==> config.mk <==
export PLATFORM = sky130hd
export DESIGN_NAME = dram_port_arbiter
export DESIGN_NICKNAME = d
export VERILOG_FILES = /design/src/rtl/dram_port_arbiter.sv
export SDC_FILE = /design/constraint.sdc
export NUM_CORES = 1
export LEC_CHECK = 0
export ABC_AREA = 1
export CORE_AREA = 2 2 290 292
export CTS_CLUSTER_SIZE = 20
export DETAILED_ROUTE_END_ITERATION = 8
export DIE_AREA = 0 0 292 294
export GPL_TIMING_DRIVEN = 0
export PLACE_DENSITY = 0.4
export SETUP_SLACK_MARGIN = 0.15
export SLEW_MARGIN = 20
export SYNTH_ARGS = -nofsm -noshare
export SYNTH_HDL_FRONTEND = slang
export SYNTH_SLANG_ARGS = --single-unit
==> constraint.sdc <==
create_clock -name clk_i -period 3.95 [get_ports clk_i]
set_input_delay 0.5925 -clock clk_i [delete_from_list [all_inputs] [get_ports clk_i]]
set_output_delay 0.5925 -clock clk_i [all_outputs]
set_load 0.005 [all_outputs]
==> src/rtl/dram_port_arbiter.sv <==
// Shares one cached-memory port between the I-cache refill path and the
// D-cache refill/write-back path, granting whole line transactions.
//
// Ports:
//   clk_i, rst_i       clock and synchronous active-high reset
//   i_strobe_i/addr_i  I-cache read request (level, held until i_done_o)
//   i_done_o/data_o    I completion pulse and returned line
//   d_strobe_i/addr_i  D-cache request; d_rw_i=1 write-back with d_data_i
//   d_done_o/data_o    D completion pulse and returned line (reads only)
//   m_*                registered memory-side request, m_done_i/m_data_i reply
//   busy_o             high whenever the arbiter is not idle
module dram_port_arbiter #(
  parameter int XLEN   = 32,
  parameter int CLSIZE = 128
) (
  input  logic              clk_i,
  input  logic              rst_i,
  input  logic              i_strobe_i,
  input  logic [XLEN-1:0]   i_addr_i,
  output logic              i_done_o,
  output logic [CLSIZE-1:0] i_data_o,
  input  logic              d_strobe_i,
  input  logic [XLEN-1:0]   d_addr_i,
  input  logic              d_rw_i,
  input  logic [CLSIZE-1:0] d_data_i,
  output logic              d_done_o,
  output logic [CLSIZE-1:0] d_data_o,
  output logic              m_strobe_o,
  output logic [XLEN-1:0]   m_addr_o,
  output logic              m_rw_o,
  output logic [CLSIZE-1:0] m_data_o,
  input  logic              m_done_i,
  input  logic [CLSIZE-1:0] m_data_i,
  output logic              busy_o
);

  typedef enum logic [1:0] {
    IDLE,
    GRANT_I,
    GRANT_D,
    RELEASE
  } state_t;

  state_t state_q, state_d;

  // 1 = the most recent grant went to D
  logic last_d_q, last_d_d;

  logic              m_strobe_q, m_strobe_d;
  logic [XLEN-1:0]   m_addr_q, m_addr_d;
  logic              m_rw_q, m_rw_d;
  logic [CLSIZE-1:0] m_data_q, m_data_d;
  logic              i_done_q, i_done_d;
  logic [CLSIZE-1:0] i_data_q, i_data_d;
  logic              d_done_q, d_done_d;
  logic [CLSIZE-1:0] d_data_q, d_data_d;
  logic              busy_q, busy_d;

  logic pick_i, pick_d;

  // On a tie the side that did not win last time is chosen.
  always_comb begin
    pick_i = i_strobe_i & (~d_strobe_i | last_d_q);
    pick_d = d_strobe_i & (~i_strobe_i | ~last_d_q);
  end

  always_comb begin
    state_d    = state_q;
    last_d_d   = last_d_q;
    m_strobe_d = m_strobe_q;
    m_addr_d   = m_addr_q;
    m_rw_d     = m_rw_q;
    m_data_d   = m_data_q;
    i_done_d   = 1'b0;
    i_data_d   = i_data_q;
    d_done_d   = 1'b0;
    d_data_d   = d_data_q;

    case (state_q)
      IDLE: begin
        unique case (1'b1)
          pick_i: begin
            state_d    = GRANT_I;
            last_d_d   = 1'b0;
            m_strobe_d = 1'b1;
            m_addr_d   = i_addr_i;
            m_rw_d     = 1'b0;
            m_data_d   = '0;
          end
          pick_d: begin
            state_d    = GRANT_D;
            last_d_d   = 1'b1;
            m_strobe_d = 1'b1;
            m_addr_d   = d_addr_i;
            m_rw_d     = d_rw_i;
            m_data_d   = d_data_i;
          end
          default: ;
        endcase
      end
      GRANT_I: begin
        if (m_done_i) begin
          state_d    = RELEASE;
          m_strobe_d = 1'b0;
          i_done_d   = 1'b1;
          i_data_d   = m_data_i;
        end
      end
      GRANT_D: begin
        if (m_done_i) begin
          state_d    = RELEASE;
          m_strobe_d = 1'b0;
          d_done_d   = 1'b1;
          // write-backs return nothing worth keeping
          if (!m_rw_q) begin
            d_data_d = m_data_i;
          end
        end
      end
      // One dead cycle lets the finished requester drop its strobe.
      RELEASE: state_d = IDLE;
      default: state_d = IDLE;
    endcase

    busy_d = (state_d != IDLE);
  end

  always_ff @(posedge clk_i) begin
    if (rst_i) begin
      state_q    <= IDLE;
      last_d_q   <= 1'b0;
      m_strobe_q <= 1'b0;
      m_addr_q   <= '0;
      m_rw_q     <= 1'b0;
      m_data_q   <= '0;
      i_done_q   <= 1'b0;
      i_data_q   <= '0;
      d_done_q   <= 1'b0;
      d_data_q   <= '0;
      busy_q     <= 1'b0;
    end else begin
      state_q    <= state_d;
      last_d_q   <= last_d_d;
      m_strobe_q <= m_strobe_d;
      m_addr_q   <= m_addr_d;
      m_rw_q     <= m_rw_d;
      m_data_q   <= m_data_d;
      i_done_q   <= i_done_d;
      i_data_q   <= i_data_d;
      d_done_q   <= d_done_d;
      d_data_q   <= d_data_d;
      busy_q     <= busy_d;
    end
  end

  assign m_strobe_o = m_strobe_q;
  assign m_addr_o   = m_addr_q;
  assign m_rw_o     = m_rw_q;
  assign m_data_o   = m_data_q;
  assign i_done_o   = i_done_q;
  assign i_data_o   = i_data_q;
  assign d_done_o   = d_done_q;
  assign d_data_o   = d_data_q;
  assign busy_o     = busy_q;

endmodule
* After elaboration in Yosys (flattened, before gate mapping) *
Index checks and enable logic that the tools add are counted.

word-level totals
  flip-flop bits (word level) = 424
  bits in latches = 0
  memory bits (writable) = 0
  memory bits (read-only) = 0
  output and inout bits = 421
  logic and storage cells = 49
  memories kept = 0

cells by class
  add/subtract/negate cells = 0
  $mul = 0
  divide/modulo/power cells = 0
  order comparisons = 0
  equality and inequality tests = 5
  shift-type cells = 0
  muxes and demuxes = 11
  bitwise logic cells = 10
  reductions and logical operators = 12

operator list
  cell                  number
  $pmux W128 S2         1
  $pmux W32 S2          1
  $reduce_or A2 Y1      4
  $not A1 Y1            6
  $pmux W1 S2           3
  $pmux W2 S3           1
  $reduce_and A3 Y1     2
  $reduce_bool A2 Y1    3
  $eq A2 B2 Y1 const B  2
  $pmux W2 S2           1
  $reduce_and A2 Y1     2
  $mux W1               3
  $and A1 B1 Y1         2
  $eq A2 B1 Y1 const B  1
  $logic_not A2 Y1      1
  $mux W2               1
  $ne A2 B1 Y1 const B  1
  $ne A2 B2 Y1 const B  1
  $or A1 B1 Y1          2

* Logic depth before layout (Yosys ltp) *
  word-level depth = 6
  gate-level depth with buffers = 10

* Worst setup path after synthesis *
No wires, ideal clock.

  path type = input-to-reg
  start point = input d_strobe_i
  end point = register m_data_q[100] (netlist: m_data_o[100])
  setup time = 0.069 ns
  data arrival time = 1.596 ns
  data required time = 3.881 ns
  slack = 2.284 ns
  stages = 10
  buffers on the path = 4
  cell sequence = buf_2 > inv_2 > nand3_1 > nand2_1 > buf_6 > nor2_4 > buf_6 > buf_6 > nand2_2 > a21oi_2

between the ends
  word-level cells in the longest chain between the ends = 5

RTL lines
  element                              RTL line  text
  from (decl)                          22        input logic d_strobe_i,
  $not A1 Y1                           63        pick_i = i_strobe_i & (~d_strobe_i | last_d_q);
  $or A1 B1 Y1                         63
  $and A1 B1 Y1                        63
  $reduce_bool A2 Y1 (no source line)  n/a
  $reduce_and A2 Y1 (no source line)   n/a
  to (signal assigned)                 147       m_data_q <= m_data_d;
  to (decl)                            52        logic [CLSIZE-1:0] m_data_q, m_data_d;

Several ways; a longest one is shown, not always the timed one.
A chain may end at the register's enable or synchronous reset.

* Worst setup path after layout *
  start point = register state_q[1]
  end point = register i_data_q[93] (netlist: i_data_o[93])

between the ends
  word-level cells in the longest chain between the ends = 2

RTL lines
  element                             RTL line  text
  from (decl)                         44        state_t state_q, state_d;
  from (signal assigned)              142       state_q <= state_d;
  $eq A2 B1 Y1                        79        case (state_q)
  $reduce_and A2 Y1 (no source line)  n/a
  to (signal assigned)                149       i_data_q <= i_data_d;
  to (decl)                           54        logic [CLSIZE-1:0] i_data_q, i_data_d;

Every way passes these cells.

==> results_dict.tcl <==
set metrics [dict create \
    leakage_nw 9.68 \
    grt_pass1_wl_mm 111 \
    fp.dieArea_mm2 0.0858 \
    p_seq_share_pct 40.2 \
    yosysMostFrequentCell "nor2_1" \
    final.setup.tns_ns 0 \
    syn_avg_cell_area_um2 7.74 \
    fp-row-count 106 \
    rsz0062_at_grt "false" \
    cts.repair.resized 0 \
    setup_viol 0 \
    cp_max_fo 11 \
    endpoint_kind "flip-flop" \
    async_flop_share_pct 0 \
    die_h_um 294 \
    crit_buf_inv 3 \
    fmax_mhz 389 \
    critPathKind "reg -> reg" \
    syn_inst 1962 \
    max_slew_margin_pct 31.0 \
    clkSlewWorstSetupHoldPaths_ns 0.06 \
    critPathMostFrequentCell "clkbuf_1" \
    cts_buffers 53 \
    finalMaxSlewViolations 0 \
    first_pass_iters 7 \
    power.density_mw_per_mm2 463 \
    synth_edf_count 0 \
    yosys.area.top_type_share_pct 55.9 \
    yosys_warnings 0 \
    crit_path_start_kind "flip-flop" \
    drtIter0Drc 751 \
    dp_slack_ns 0.614 \
    syn_to_final_growth_pct 69.9 \
    synth_area_mm2 0.0152 \
    clockPowerShare_pct 41.3 \
    drv_cap 0 \
    antenna_found_initial 20 \
    die_w_um 292 \
    grt_max_degree 14 \
    core_area_mm2 0.0829 \
    fin_ws_ns 1.38 \
    wire_per_inst_um 20.1 \
    cpPeakStageDelay_ns 0.75 \
    synth_common_cells "nor2_1, dfxtp_1, nand2_1" \
    htreeDepth 2 \
    grt_pass1_vias 16015 \
    drive_above_1_share_pct 6.25 \
    cts_root_buffer "clkbuf_16" \
    synth_flop_cell "dfxtp_1" \
    power_frac_comb_pct 18.5 \
    clk_latency_ns 0.60 \
    swShare_pct 27.0 \
    power.internal_mw 8.72 \
    wirelength_mm 78.2 \
    num_vias 15997 \
    dp_hpwl_mm 62.6 \
    status "complete, no violations" \
    layout.nets 3093 \
    cts_setup_buffers 0 \
    cts_tree "yes" \
    period_minus_slack_ns 2.57 \
    finalWeightedCongestion 0.882 \
    io_pins 747 \
    crit_chain "inv_1 -> ha_1 -> nand2_1 -> clkbuf_1 -> clkbuf_1 -> o21ai_0 -> nor2_1" \
    finalCritPeriodShare_pct 65.0 \
    cp.arrival_ns 3.09 \
    drc 0 \
    grt_usage_pct 17.4 \
    hold_viol_final 0 \
    hp-class "reg -> reg" \
    critical-path-top-delay-family "buffers and inverters" \
    start_util_pct 18.3 \
    synthTopCellsByArea "dfxtp_1, nor2_1, o21ai_0" \
    portBuffers 745 \
    p_sw_mw 3.22 \
    yosysUniqueCellTypes 21 \
    tightestPinTransition_ns 1.04 \
    clock_sinks 424 \
    grt-ovfl-total 0 \
    seq_area_frac_synth_pct 55.9 \
    ys_ff_latch 424 \
    syn_nets 2293 \
    yosys.area.top_type "dfxtp_1" \
    cts_hold_buf 0 \
    via_per_inst 4.11 \
    ir_drop_mv 0.292 \
    postRouteAntennaNets 0 \
    critPathSlowestCell "clkbuf_1" \
    fin_skew_ns 0.0153 \
    cp.required_ns 4.47 \
    clock_path_buffers 3 \
]
-- tightest hold or removal path, stage by stage (launching register included) --
cell and delay [ns]:
dfxtp_1 0.30, nand2_1 0.06, a21oi_1 0.05
-- logic make-up (layout without fill, tap and decap cells) --
group	count (synthesis)	in the layout	share of synthesized area, %
adder cells (fa/ha/maj)	5	5	0.412
flip-flops	424	424	55.9
buffers and inverters	157	996	4.68
AND/OR/NAND/NOR	951	951	24.4
AO/OA/AOI/OAI	425	425	14.6
other	0	15	0
-- power by group through the flow --
| stage | combinational, mW | clock, mW | sequential, mW |
|---|---|---|---|
| 6_report | 2.21 | 4.93 | 4.79 |
| 5_1_grt | 2.42 | 5.30 | 4.83 |
| 4_1_cts | 2.25 | 5.12 | 4.79 |
| 3_5_place_dp | 2.24 | 0 | 4.88 |
| 3_3_place_gp | 2.24 | 0 | 4.87 |
| 2_1_floorplan | 0.762 | 0 | 4.88 |
-- through the flow --
stage,hold WS (ns),util (%),std cells,area [um2],power (mW)
2_1_floorplan,0.456,-,1962,15200,5.64
3_3_place_gp,0.452,28.9,3787,24000,7.11
3_5_place_dp,0.454,28.9,3787,24000,7.12
4_1_cts,0.463,31.1,3881,25800,12.2
5_1_grt,0.479,31.1,3894,25800,12.5
6_report,0.462,31.1,3896,25800,11.9
-- cell usage in the layout, fill, tap and decap left out --
| master | synthesis | routed |
|---|---|---|
| dfxtp_1 | 424 | 424 |
| clkbuf_2 | 1 | 1 |
| a21oi_1 | 109 | 109 |
| buf_2 | 24 | 24 |
| inv_1 | 8 | 8 |
| nor2_4 | 1 | 1 |
| o211ai_1 | 1 | 1 |
| clkbuf_8 | 0 | 14 |
| clkinv_4 | 0 | 1 |
| bufinv_16 | 0 | 3 |
| inv_6 | 0 | 1 |
| o21ai_0 | 283 | 283 |
| nor2_1 | 583 | 583 |
| clkbuf_16 | 0 | 55 |
| nand3_1 | 35 | 35 |
| clkdlybuf4s50_1 | 0 | 745 |
| clkinv_1 | 1 | 1 |
| a21oi_2 | 24 | 24 |
| clkinv_2 | 0 | 7 |
| nand2_1 | 300 | 300 |
| buf_1 | 2 | 2 |
| clkbuf_1 | 108 | 121 |
| o21ai_1 | 8 | 8 |
| ha_1 | 5 | 5 |
| nand4_1 | 1 | 1 |
| buf_6 | 12 | 12 |
| inv_2 | 1 | 1 |
| nand2_2 | 31 | 31 |
| diode_2 | 0 | 15 |
-- area by class of cell --
cell class,instances,area (um2)
diodes,15,37.5
plain buffers,147,673
clock buffers,82,1620
clock inverters,12,143
fillers,8782,57100
inverters,10,37.5
multi-input cells,1381,5980
flip-flops and latches,424,8490
well taps,1080,1350
repair buffers,745,7460
-- worst paths after layout --
kind	startpoint	slack [ns]	endpoint	cells after the start
worst max-delay path	state_q[1]	1.38	i_data_o[93]	7
worst min-delay path	m_data_o[17]	0.46	m_data_o[17]	2
worst max register to register	state_q[1]	1.38	i_data_o[93]	7
worst min register to register	m_data_o[17]	0.46	m_data_o[17]	2
-- sequential cells by signal, indices dropped and copies added, names as in the netlist --
signal / flops
m_rw_o: 1
m_addr_o: 32
busy_o: 1
d_done_o: 1
i_data_o: 128
last_d_q: 1
state_q: 2
m_strobe_o: 1
i_done_o: 1
d_data_o: 128
m_data_o: 128
-- routing by layer --
metal	vias to the layer above	global-route usage (%)	wire (um)
met1	7468	20.7	32100
met2	475	30.0	38600
li1	7938	-	-
met5	-	0	28
met4	4	6.50	2240
met3	112	4.79	5160
(Power assumes the default switching activity.)
